$ cat src/rtl/mux2_arbiter.sv
// Two-requester arbiter that owns the select line of a downstream 2:1 mux.
// Define ARB_TIMEOUT_EN to compile in the MAX_HOLD hold counter and forced handoff.
module mux2_arbiter #(
  parameter int MAX_HOLD = 8
) (
  input  logic       clk,
  input  logic       reset,
  input  logic [1:0] req,
  input  logic [1:0] last,
  output logic [1:0] gnt,
  output logic       sel,
  output logic       busy,
  output logic       timeout
);

  typedef enum logic [1:0] {
    IDLE = 2'd0,
    OWN0 = 2'd1,
    OWN1 = 2'd2
  } state_t;

  state_t state, state_n;
  logic   ptr, ptr_n;
  logic   sel_n;
  logic   owner;
  state_t other;

`ifdef ARB_TIMEOUT_EN
  localparam int CW = $clog2(MAX_HOLD + 1);
  logic [CW-1:0] hold_cnt, hold_cnt_n;
  logic          timeout_n;
`endif

  always_comb begin
    state_n = state;
    ptr_n   = ptr;
    owner   = (state == OWN1);
    other   = owner ? OWN0 : OWN1;
`ifdef ARB_TIMEOUT_EN
    timeout_n = 1'b0;
`endif
    case (state)
      IDLE: begin
        case (req)
          2'b01:   state_n = OWN0;
          2'b10:   state_n = OWN1;
          2'b11:   state_n = ptr ? OWN1 : OWN0;
          default: state_n = IDLE;
        endcase
      end
      OWN0, OWN1: begin
        // The owner's own req in its release cycle is not a new request.
        if (!req[owner] || last[owner]) begin
          ptr_n   = ~owner;
          state_n = req[~owner] ? other : IDLE;
        end
`ifdef ARB_TIMEOUT_EN
        else if ((hold_cnt == CW'(MAX_HOLD)) && req[~owner]) begin
          state_n   = other;
          ptr_n     = owner;
          timeout_n = 1'b1;
        end
`endif
      end
      default: state_n = IDLE;
    endcase

    sel_n = sel;
    if (state_n == OWN0)      sel_n = 1'b0;
    else if (state_n == OWN1) sel_n = 1'b1;

`ifdef ARB_TIMEOUT_EN
    // Count the cycles of the current grant, restarting at 1 on any change.
    if (state_n == IDLE)                  hold_cnt_n = '0;
    else if (state_n != state)            hold_cnt_n = CW'(1);
    else if (hold_cnt != CW'(MAX_HOLD))   hold_cnt_n = hold_cnt + CW'(1);
    else                                  hold_cnt_n = hold_cnt;
`endif
  end

  always_ff @(posedge clk or posedge reset) begin
    if (reset) begin
      state <= IDLE;
      ptr   <= 1'b0;
      sel   <= 1'b0;
      gnt   <= 2'b00;
      busy  <= 1'b0;
    end else begin
      state <= state_n;
      ptr   <= ptr_n;
      sel   <= sel_n;
      gnt   <= (state_n == OWN1) ? 2'b10 : (state_n == OWN0) ? 2'b01 : 2'b00;
      busy  <= (state_n != IDLE);
    end
  end

`ifdef ARB_TIMEOUT_EN
  always_ff @(posedge clk or posedge reset) begin
    if (reset) begin
      hold_cnt <= '0;
      timeout  <= 1'b0;
    end else begin
      hold_cnt <= hold_cnt_n;
      timeout  <= timeout_n;
    end
  end
`else
  // MAX_HOLD has no effect without the hold counter.
  assign timeout = 1'b0 & (MAX_HOLD < 1);
`endif

endmodule

$ cat config.mk
export PLATFORM = sky130hd
export DESIGN_NAME = mux2_arbiter
export DESIGN_NICKNAME = d
export VERILOG_FILES = /design/src/rtl/mux2_arbiter.sv
export SDC_FILE = /design/constraint.sdc
export NUM_CORES = 1
export LEC_CHECK = 0
export CAP_MARGIN = 40
export CORE_AREA = 2 2 39 41
export CTS_CLUSTER_DIAMETER = 60
export DETAILED_ROUTE_END_ITERATION = 6
export DIE_AREA = 0 0 41 43
export DONT_BUFFER_PORTS = 1
export PLACE_DENSITY_LB_ADDON = 0.1
export SETUP_SLACK_MARGIN = 0.5
export SYNTH_ARGS = -nofsm -noshare
export SYNTH_HDL_FRONTEND = slang
export SYNTH_SLANG_ARGS = --single-unit
$ cat constraint.sdc
create_clock -name clk -period 2.2 [get_ports clk]
set_input_delay 0.22 -clock clk [delete_from_list [all_inputs] [get_ports clk]]
set_output_delay 0.22 -clock clk [all_outputs]
set_load 0.005 [all_outputs]
# Word-level counts from Yosys, hierarchy flattened
# Index checks and enable logic that the tools add are counted.
[op_classes] n_lt_le_gt_ge=2 eq_ne=7 mux=16 bitwise_logic=1 reduce_logical=7
[op_table] op="$mux W2" n=5
[op_table] op="$mux W1" n=9
[op_table] op="$eq A2 B2 Y1 const B" n=4
[op_table] op="$eq A2 B1 Y1 const B" n=3
[op_table] op="$pmux W2 S3" n=1
[op_table] op="$lt A1 B2 Y1 const B" n=2
[op_table] op="$pmux W2 S2" n=1
[op_table] op="$reduce_bool A2 Y1" n=2
[op_table] op="$logic_not A2 Y1" n=1
[op_table] op="$reduce_and A2 Y1" n=1
[op_table] op="$reduce_or A2 Y1" n=1
[op_table] op="$logic_not A1 Y1" n=1
[op_table] op="$logic_or A1 B1 Y1" n=1
[op_table] op="$not A1 Y1" n=1
[totals] ff_bits=7 input_bits=6 output_inout_bits=5 wordCells=38

# Depth between registers and ports, before layout
# Gate-level depths: netlist of the first run.
[logic_depth] ltp_word=10 mapped_depth=9 depth_no_buf=9

# Least setup slack after synthesis of the first run
# No wires, ideal clock.
[synth_timing] path_kind="register -> register" start="register state[0]" end="register sel" setup_ps=121 arrival_ps=1848 required_time_ps=2079 setup_slack_ps=232 stages_incl_launch_ff=10 n_path_buf=0 synth_period_minus_slack_ps=1968 path_cell_list="dfrtp_1 inv_1 ha_1 nand2b_2 a221o_1 o22ai_1 or3_1 ha_1 nor2_1 a21oi_1"
[synth_between] elab_chain_cells=9 word_cells_on_any_way=20 classes_between="4 x eq/ne; 11 x mux; 5 x reduce/logical"
[synth_lines] element="start, declared" line_no="22" rtl="state_t state, state_n;"
[synth_lines] element="start signal, assigned" line_no="89" rtl="state <= state_n;"
[synth_lines] element="$eq A2 B2 Y1" line_no="37, 42"
[synth_lines] element="$mux W1 (not written as such) (2 in series)" line_no="53" rtl="if (!req[owner] || last[owner]) begin"
[synth_lines] element="$logic_not A1 Y1" line_no="53"
[synth_lines] element="$logic_or A1 B1 Y1" line_no="53"
[synth_lines] element="$mux W2" line_no="53"
[synth_lines] element="$pmux W2 S2 *" line_no="42" rtl="case (state)"
[synth_lines] element="$eq A2 B1 Y1 / $eq A2 B2 Y1 (equally long branches)" line_no="69, 70"
[synth_lines] element="$mux W1 / $reduce_bool A2 Y1 (equally long branches)"
[synth_lines] element="end signal, assigned" line_no="91" rtl="sel <= sel_n;"
[synth_lines] element="end, declared" line_no="11" rtl="output logic sel,"
# Every way passes the cells marked *; elsewhere a longest branch is shown, timed or not. The select of a mux whose other input is x is not followed.
# A chain may end at the register's enable or synchronous reset.

# Final worst setup path of the first run
[layout_timing] start="register state[1]" end="register sel"
# Same word-level chain as after synthesis.

==> results of run 1 <==
-- cells in the mapped netlist (all sizes together) --
cell type,n,area [sq um]
nor3,1,5.00
nor4,1,6.26
a21oi,3,15.0
nor3b,2,15.0
ha,8,100
and2b,1,7.51
nand3,1,5.00
nand2b,2,15.0
mux2,1,11.3
a211o,1,8.76
o32ai,1,8.76
nor2,3,11.3
o22ai,1,6.26
buf,1,7.51
o21ai,2,10.0
mux2i,1,10.0
inv,5,18.8
or3,1,6.26
nand2,5,18.8
a211oi,1,7.51
dfrtp,7,175
conb,1,3.75
a221o,1,10.0
nor2b,1,6.26
-- flip-flops by register name, summed over array words and instances, names as in the netlist --
| name | count |
|---|---|
| gnt | 2 |
| state | 2 |
| busy | 1 |
| ptr | 1 |
| sel | 1 |
-- logic make-up after synthesis --
group,after synthesis,synth area share [%]
mux,2,4.35
flops,7,35.8
fa+ha+maj,8,20.5
simple gates,18,19.7
compound gates,10,13.6
other cells,1,0.767
buf+inv,6,5.37
-- through the flow --
| step | utilization (%) | cells | cell area, sq um | TNS [ps] |
|---|---|---|---|---|
| floorplan | - | 52 | 504 | 0 |
| global placement | 37.3 | 67 | 517 | 0 |
| detailed placement | 37.3 | 67 | 517 | -35.2 |
| global route | 58.9 | 83 | 815 | 0 |
| finish | 58.9 | 83 | 815 | 0 |
| CTS | 49.7 | 78 | 688 | 0 |
-- final timing paths --
path	endpoint	slack, ps	cells after the start
worst max-delay path	sel	150	9
worst min-delay path	state[0]	250	2
worst max register to register	sel	150	9
worst min register to register	ptr	550	1
max in group asynchronous	state[1]	1630	2
min in group asynchronous	busy	340	2
-- area by class of cell --
class	instances	area (sq um)
fillers	119	569
repair buffers	12	113
multi-input cells	39	460
flip-flops and latches	7	176
well taps	16	20.0
inverters	5	18.8
clock buffers	4	26.3
-- where the power goes --
part | total, mW | leakage, nW | switching, mW | internal [mW]
combinational | 0.847 | 0.244 | 0.370 | 0.477
sequential | 0.223 | 0.0828 | 0.0414 | 0.182
clock | 0.118 | 0.0150 | 0.0490 | 0.0693
-- routing by layer --
layer | GRT usage, % | share of wire [%] | wire (microns)
met5 | 0 | 0 | 0
met4 | 10.0 | 3.6 | 44
met3 | 1.57 | 3.6 | 43
met2 | 25.3 | 57 | 687
met1 | 16.2 | 36 | 432
-- what timing repair did --
action,in CTS,in global routing
buffers inserted,6,5
hold endpoints to repair,7,0
cloned,0,0
pin swaps,7,12
setup endpoints to repair,7,6
resized for setup,17,17
hold buffers,1,0
==> results by group, run 1 <==
Job
  – Max-cap violations: 0

Floorplanning
  – Die area: 0.00176 sq mm
  – Die Width: 41 microns
  – Core ar.: 0.00138 sq mm
  – # IOs: 11
  – FP Rows: 14
  – Initial core utilization: 35.4%
  – Die height: 43 microns

Timing
  – Unrepaired setup endpoints after global routing: yes
  – Final worst slack: 152 ps
  – Smallest hold slack: 252 ps
  – Max Freq: 488 MHz
  – Final Max Slew Viols: 0
  – Final count of negative-setup-slack endpoints: 0
  – Final period utilization: 93.1%
  – Clk_skew: 1.40 ps
  – Min cycle time layout: 2050 ps
  – Final Hold Viols: 0

Clocking
  – Clock tree root driver cell: clkbuf_4
  – H-tree depth reported by CTS: 1
  – Clk pin slew, worst setup/hold paths: 50 ps
  – Clock Latency Late Sink: 250 ps
  – TritonCTS sink count: 7
  – Clock tree buffer depth: 2
  – CTS tree: yes
  – Inserted Clock Buffers: 3

Routing
  – Initial DRC Count: 10
  – Number of iterations in the first detailed-routing pass: 3
  – Avg Vias per Cell: 5.34
  – Vias: 443
  – Routed WL per cell: 14.6 microns
  – Drt drc: 0
  – Routed wire length: 1210 microns
  – Post-route antenna net violation count: 0

Worst setup path
  – Critical Path, Cell by Cell: ha_4, buf_12, nor2b_4, a221o_1, o22ai_2, or3_4, ha_4, nor2_2, a21oi_2
  – Largest stage delay on the critical path: 460 ps
  – WP data arrival: 2230 ps
  – Reg-to-reg startpoint: state[1]
  – Slowest stage cell, crit path: dfrtp_2
  – CP Data Required Time: 2380 ps
  – CP bufs+invs: 1
  – Crit path capture type: flop
  – Worst path top cell family by delay: simple AND/OR/NAND/NOR gates
  – Crit. Startpoint: state[1]
  – Cell mode on critical path: ha_4
  – Startpoint Class: flop
  – CP max FO: 6
  – Path type of the worst setup path: flop to flop

Placed design
  – Hpwl dp: 727 microns
  – Port bufs: 0
  – Pre-CTS setup slack: -35.2 ps
  – Placer Congestion: 0.643

GRT
  – Global-route wire length before repair: 1750 microns
  – Largest net degree at the start of global routing: 8
  – GR Overflow Total: 0
  – Initial antenna violation count: 0
  – Total track usage: 15.0%
  – Vias in the first global route: 436

Status
  – Run status: complete, no violations

Cells and area
  – Area growth, synth to finish: 66.5%
  – # diodes: 0
  – Commonest non-fill, non-tap cell in the layout: buf_4
  – Most frequent cells in the layout: buf_4, dfrtp_1, nand2_1, ha_4
  – Final net count: 82
  – Fraction of layout instances using a drive strength above 1: 64.2%

Yosys
  – Synth unique cells: 25
  – Synthesized net count: 66
  – Gate Count Post-Synth: 52
  – Sequential area share after synthesis: 35.8%
  – Synthesized cell area: 489 sq um
  – Mean Syn Cell Area: 9.41 sq um
  – Register bit count reported by yosys: 7
  – Synth Warn #: 0

Hold path
  – HP Class: input port to flop
  – Hold wc startpoint: req[0]

Pwr
  – Max IR drop VDD: 0.703 mV
  – Tot Pwr: 1.19 mW
  – PwrDens: 1460 mW/mm^2
  – Static leakage: 0.342 nW
Note: power is estimated with default switching activity, not from simulation.
==> run 2, diff against run 1 <==
--- a/config.mk
+++ b/config.mk
@@ -7,12 +7,14 @@
 export LEC_CHECK = 0
 export CAP_MARGIN = 40
 export CORE_AREA = 2 2 39 41
+export CTS_BUF_LIST = sky130_fd_sc_hd__clkbuf_2 sky130_fd_sc_hd__clkbuf_4 sky130_fd_sc_hd__clkbuf_8
 export CTS_CLUSTER_DIAMETER = 60
 export DETAILED_ROUTE_END_ITERATION = 6
 export DIE_AREA = 0 0 41 43
 export DONT_BUFFER_PORTS = 1
 export PLACE_DENSITY_LB_ADDON = 0.1
 export SETUP_SLACK_MARGIN = 0.5
+export SLEW_MARGIN = 20
 export SYNTH_ARGS = -nofsm -noshare
 export SYNTH_HDL_FRONTEND = slang
 export SYNTH_SLANG_ARGS = --single-unit
==> constraint.sdc (replaced) <==
create_clock -name clk -period 2.2 [get_ports clk]
set_input_delay 0.11 -clock clk [delete_from_list [all_inputs] [get_ports clk]]
set_output_delay 0.11 -clock clk [all_outputs]
set_load 0.005 [all_outputs]
==> run 2 against run 1 <==
Compared with the run above: combinational power barely moved; highest routed layer unchanged; power rose by 0.74%; core utilization rose by 0.27 points; global-route usage fell by 0.10 points; non-clock buffer count did not move; critical path depth did not move; via count fell by 0.90%; wire length fell by 2.3%; sequential power barely moved; die area did not move.
==> results by group, run 2 (same netlist as run 1, synthesis figures left out) <==
Cells and area
  – FILL cells: 120 (was 119)
  – Commonest non-fill, non-tap cell in the layout: buf_4 (unchanged)
  – Fraction of layout instances using a drive strength above 1: 65.7% (was 64.2%)
  – Area growth, synth to finish: 67.3% (was 66.5%)
  – Most frequent cells in the layout: buf_4, dfrtp_1, nand2_1, ha_4, clkbuf_4 (was buf_4, dfrtp_1, nand2_1, ha_4)
  – Final net count: 82 (unchanged)
  – Top flop regs: gnt: 2 flops, state: 2 flops (unchanged)
  – Multi-input gate area: 460 sq um (unchanged)
  – # diodes: 0 (unchanged)
  – Reg area: 176 sq um (unchanged)

Pwr
  – Seq pwr share: 18.6% (was 18.8%)
  – Sw power: 0.457 mW (was 0.460 mW)
  – Pint: 0.740 mW (was 0.728 mW)
  – Max IR drop VDD: 0.792 mV (was 0.703 mV)
  – Sw Ratio: 38.2% (was 38.7%)
  – Static leakage: 0.345 nW (was 0.342 nW)
  – PwrDens: 1460 mW/mm^2 (about the same)
  – Power share of the clock group: 10.7% (was 10.0%)
  – Comb pwr share: 70.6% (was 71.3%)
  – Tot Pwr: 1.20 mW (was 1.19 mW)

GRT
  – Total track usage: 14.9% (was 15.0%)
  – Global-route wire length before repair: 1730 microns (was 1750 microns)
  – Largest net degree at the start of global routing: 8 (unchanged)
  – GR Overflow Total: 0 (unchanged)
  – Vias in the first global route: 434 (was 436)
  – Initial antenna violation count: 0 (unchanged)

Floorplanning
  – Initial core utilization: 35.4% (unchanged)
  – Die Width: 41 microns (unchanged)
  – FP Rows: 14 (unchanged)
  – Core ar.: 0.00138 sq mm (unchanged)
  – Die height: 43 microns (unchanged)
  – Die area: 0.00176 sq mm (unchanged)
  – # IOs: 11 (unchanged)

Status
  – Run status: complete, no violations (unchanged)

Routing
  – Drt drc: 0 (unchanged)
  – Number of iterations in the first detailed-routing pass: 2 (was 3)
  – Routed wire length: 1180 microns (was 1210 microns)
  – Avg Vias per Cell: 5.29 (was 5.34)
  – Vias: 439 (was 443)
  – Routed WL per cell: 14.2 microns (was 14.6 microns)
  – Post-route antenna net violation count: 0 (unchanged)
  – Initial DRC Count: 8 (was 10)

Worst setup path
  – CP bufs+invs: 1 (unchanged)
  – Worst path top cell family by delay: simple AND/OR/NAND/NOR gates (unchanged)
  – Largest stage delay on the critical path: 460 ps (about the same)
  – Path type of the worst setup path: flop to flop (unchanged)
  – CP max FO: 6 (unchanged)
  – Cell mode on critical path: ha_4 (unchanged)
  – WP data arrival: 2230 ps (about the same)
  – Slowest stage cell, crit path: dfrtp_2 (unchanged)
  – Critical Path, Cell by Cell: ha_4, buf_12, nor2b_4, a221o_1, o22ai_2, or3_4, ha_4, nor2_2, a21oi_2 (unchanged)
  – CP Data Required Time: 2380 ps (about the same)
  – Startpoint Class: flop (unchanged)
  – Crit path capture type: flop (unchanged)

Placed design
  – Port bufs: 0 (unchanged)
  – Placer Congestion: 0.643 (unchanged)
  – Hpwl dp: 727 microns (unchanged)

Clocking
  – Inserted Clock Buffers: 3 (unchanged)
  – Clock tree buffer depth: 2 (unchanged)
  – CTS tree: yes (unchanged)
  – Clk pin slew, worst setup/hold paths: 50 ps (about the same)
  – H-tree depth reported by CTS: 1 (unchanged)
  – TritonCTS sink count: 7 (unchanged)
  – Clock Latency Late Sink: 250 ps (about the same)
  – Clock tree root driver cell: clkbuf_4 (unchanged)

Timing
  – Final Max Slew Viols: 0 (unchanged)
  – Final count of negative-setup-slack endpoints: 0 (unchanged)
  – Final Hold Viols: 0 (unchanged)
  – Final setup TNS: 0 ps (unchanged)
  – Unrepaired setup endpoints after global routing: yes (unchanged)
  – Clk_skew: 1.87 ps (was 1.40 ps)
  – Final period utilization: 93.2% (was 93.1%)
  – Max Freq: 488 MHz (about the same)
  – Min cycle time layout: 2050 ps (about the same)

Job
  – Max-cap violations: 0 (unchanged)

Hold path
  – HP Class: input port to flop (unchanged)
==> run 2: cell counts in the layout (fill, tap and decap cells not counted) <==
Identical to the previous run, type by type.
==> run 2: final cells by class <==
type | instances | share of cell area (%)
tap | 16 | 2.45
sequential | 7 | 21.6
clock buffer | 4 | 3.67
timing repair buffer | 12 | 13.8
multi-input combinational | 39 | 56.3
inverter | 5 | 2.29
==> run 2: power groups by stage <==
stage	Clock, mW	Combinational (mW)	Sequential, mW
floorplan	0	0.308	0.211
global placement	0	0.370	0.219
detailed placement	0	0.377	0.219
CTS	0.133	0.625	0.220
global route	0.142	0.924	0.226
finish	0.129	0.845	0.223
==> run 2: stage by stage <==
| stage | std cells | utilization [%] | area (sq um) | hold slack, ps | worst slack (ps) |
|---|---|---|---|---|---|
| after floorplan | 52 | - | 504 | -86.6 | 256 |
| after global placement | 67 | 37.3 | 517 | -63.8 | 99.7 |
| after detailed placement | 67 | 37.3 | 517 | -55.3 | -35.2 |
| after CTS | 78 | 50.0 | 692 | 132 | 201 |
| after global routing | 83 | 59.1 | 818 | 170 | 67.7 |
| final | 83 | 59.1 | 818 | 144 | 151 |
==> run 2: metal layers <==
layer  global-route usage (%)  share of wire, %  vias up
met5                        0                 0        -
met4                     10.0               1.8        0
met3                     1.57               4.0        4
met2                     25.3                58       10
li1                         -                 -      208
met1                     15.9                36      217
==> run 2: final timing paths <==
check / start / to / slack, ps / depth (start not counted)
max: state[1] / sel / 150 / 9
min: req[0] / state[0] / 140 / 2
max reg2reg: state[1] / sel / 150 / 9
min reg2reg: ptr / ptr / 550 / 1
max in group asynchronous: reset / state[1] / 1740 / 2
min in group asynchronous: reset / sel / 230 / 2
==> run 2: repair_timing <==
item,in CTS,in global routing
setup endpoints to repair,7,6
pin swaps,7,12
endpoints found under the hold margin,7,0
setup buffers,6,5
hold buffers,1,0
gates resized for setup,17,17
==> run 3, diff against run 2 <==
==> constraint.sdc (replaced) <==
create_clock -name clk -period 2.54 [get_ports clk]
set_input_delay 0.127 -clock clk [delete_from_list [all_inputs] [get_ports clk]]
set_output_delay 0.127 -clock clk [all_outputs]
set_load 0.005 [all_outputs]
==> run 3 against run 2 <==
Compared with the run above: combinational power fell by 31%; final area fell by 13%; clock power fell by 17%; die area did not move; largest power group unchanged; wire length fell by 8.1%; fmax rose by 1.3%; clock skew rose by 2.0 ps; via count fell by 5.7%; highest routed layer unchanged; global-route usage fell by 0.27 points; power fell by 26%.
==> results by group, run 3 (same netlist as run 1, synthesis figures left out) <==
Status
  – Run status: complete, no violations (unchanged)

Cells and area
  – FILL cells: 134 (was 120)
  – Final net count: 78 (was 82)
  – Finished layout cell area: 716 sq um (was 818 sq um)
  – Final Non-Filler Cells: 79 (was 83)
  – Top flop regs: gnt: 2 flops, state: 2 flops (unchanged)
  – Most frequent cells in the layout: buf_4, dfrtp_1, nand2_1, ha_1, clkbuf_4 (was buf_4, dfrtp_1, nand2_1, ha_4, clkbuf_4)
  – Commonest non-fill, non-tap cell in the layout: buf_4 (unchanged)
  – Fraction of layout instances using a drive strength above 1: 52.4% (was 65.7%)
  – # diodes: 0 (unchanged)
  – Area growth, synth to finish: 46.3% (was 67.3%)

Routing
  – Vias: 414 (was 439)
  – Initial DRC Count: 2 (was 8)
  – Routed WL per cell: 13.7 microns (was 14.2 microns)
  – Avg Vias per Cell: 5.24 (was 5.29)
  – Routed wire length: 1090 microns (was 1180 microns)
  – Number of iterations in the first detailed-routing pass: 2 (unchanged)
  – Post-route antenna net violation count: 0 (unchanged)
  – Drt drc: 0 (unchanged)

Hold path
  – Hold path depth: 2 (unchanged)
  – Worst Hold Path EP: state[0] (unchanged)
  – Hold wc startpoint: req[0] (unchanged)
  – HP Class: input port to flop (unchanged)

Floorplanning
  – Die Width: 41 microns (unchanged)
  – # IOs: 11 (unchanged)
  – Die area: 0.00176 sq mm (unchanged)
  – Core ar.: 0.00138 sq mm (unchanged)
  – FP Rows: 14 (unchanged)
  – Die height: 43 microns (unchanged)
  – Initial core utilization: 35.4% (unchanged)

GRT
  – Initial antenna violation count: 0 (unchanged)
  – Vias in the first global route: 406 (was 434)
  – Total track usage: 14.6% (was 14.9%)
  – GR Overflow Total: 0 (unchanged)
  – Global-route wire length before repair: 1660 microns (was 1730 microns)
  – Largest net degree at the start of global routing: 8 (unchanged)

Clocking
  – TritonCTS sink count: 7 (unchanged)
  – Clock Latency Late Sink: 240 ps (was 250 ps)
  – Inserted Clock Buffers: 3 (unchanged)
  – H-tree depth reported by CTS: 1 (unchanged)
  – CTS tree: yes (unchanged)
  – Clk pin slew, worst setup/hold paths: 50 ps (about the same)
  – Clock tree buffer depth: 2 (unchanged)
  – Clock tree root driver cell: clkbuf_4 (unchanged)

Timing
  – Final period utilization: 79.7% (was 93.2%)
  – Min cycle time layout: 2020 ps (was 2050 ps)
  – Final Max Slew Viols: 0 (unchanged)
  – Final Hold Viols: 0 (unchanged)
  – Clk_skew: 3.85 ps (was 1.87 ps)
  – Final count of negative-setup-slack endpoints: 0 (unchanged)
  – Unrepaired setup endpoints after global routing: yes (unchanged)
  – Max Freq: 494 MHz (was 488 MHz)
  – Final setup TNS: 0 ps (unchanged)

Worst setup path
  – WP data arrival: 2160 ps (was 2230 ps)
  – Flop2flop setup slack: 520 ps (was 150 ps)
  – CP Data Required Time: 2670 ps (was 2380 ps)
  – Reg-to-reg startpoint: state[0] (was state[1])
  – Worst R2R Path Depth: 9 (unchanged)
  – Path type of the worst setup path: flop to flop (unchanged)
  – Startpoint Class: flop (unchanged)
  – CP max FO: 7 (was 6)
  – Crit path capture type: flop (unchanged)
  – RR Endpoint: sel (unchanged)

Pwr
  – PwrDens: 1240 mW/mm^2 (was 1460 mW/mm^2)
  – Max IR drop VDD: 0.560 mV (was 0.792 mV)
  – Tot Pwr: 0.887 mW (was 1.20 mW)
  – Static leakage: 0.301 nW (was 0.345 nW)

Job
  – Max-cap violations: 0 (unchanged)

Placed design
  – Port bufs: 0 (unchanged)
  – Dpl cell area: 502 sq um (was 517 sq um)
  – Placed Cells: 67 (unchanged)
  – Hpwl dp: 821 microns (was 727 microns)
  – Placer Congestion: 0.678 (was 0.643)
## run 3: how the worst max path moves through the flow
stage                     startpoint  end  slack (ps)  cells after the start
after floorplan             state[0]  sel         570                      9
after global placement      state[0]  sel         420                      9
after detailed placement    state[0]  sel         380                      9
after CTS                   state[0]  sel         510                      9
after global routing        state[0]  sel         430                      9
final                       state[0]  sel         520                      9
## run 3: per-stage QoR
stage	setup WS [ps]	util (%)	hold WS, ps
floorplan	572	-	-69.6
global placement	417	36.3	-39.4
detailed placement	385	36.3	-38.9
CTS	506	45.6	159
global route	425	51.7	197
finish	516	51.7	184
## run 3: worst max-delay path, cell delays in order (launching register included)
cell and delay, ps:
dfrtp_1 380, inv_2 120, ha_4 210, mux2i_4 260
o32ai_2 110, nor3b_2 270, a211o_1 200, ha_4 230
nor2_4 100, a21oi_2 40
## run 3: cell type report
cell class / instances / area [sq um] / area share [%]
inverters: 5 / 18.8 / 2.62
repair buffers: 8 / 62.6 / 8.74
flip-flops and latches: 7 / 176 / 24.7
well taps: 16 / 20.0 / 2.80
multi-input cells: 39 / 408 / 57.0
clock buffers: 4 / 30.0 / 4.20
## run 3: power breakdown
group | internal [mW] | switching [mW]
Clock | 0.0703 | 0.0365
Sequential | 0.158 | 0.0370
Combinational | 0.316 | 0.270
## run 3: routing by layer
layer  part of all wire, %  vias up  GRT usage, %
met5                     0        -             0
met4                   1.0        0          10.0
met3                   5.5        2          2.09
met2                    59        9          25.3
met1                    35      204          14.7
li1                      -      199             -
## run 3: repair_timing
item / in CTS / in global routing
endpoints found under the hold margin: 7 / 0
endpoints found under the setup margin: 1 / 1
hold buffers: 1 / 0
setup buffers: 3 / 4
pin swaps: 5 / 7
gates resized for setup: 15 / 11
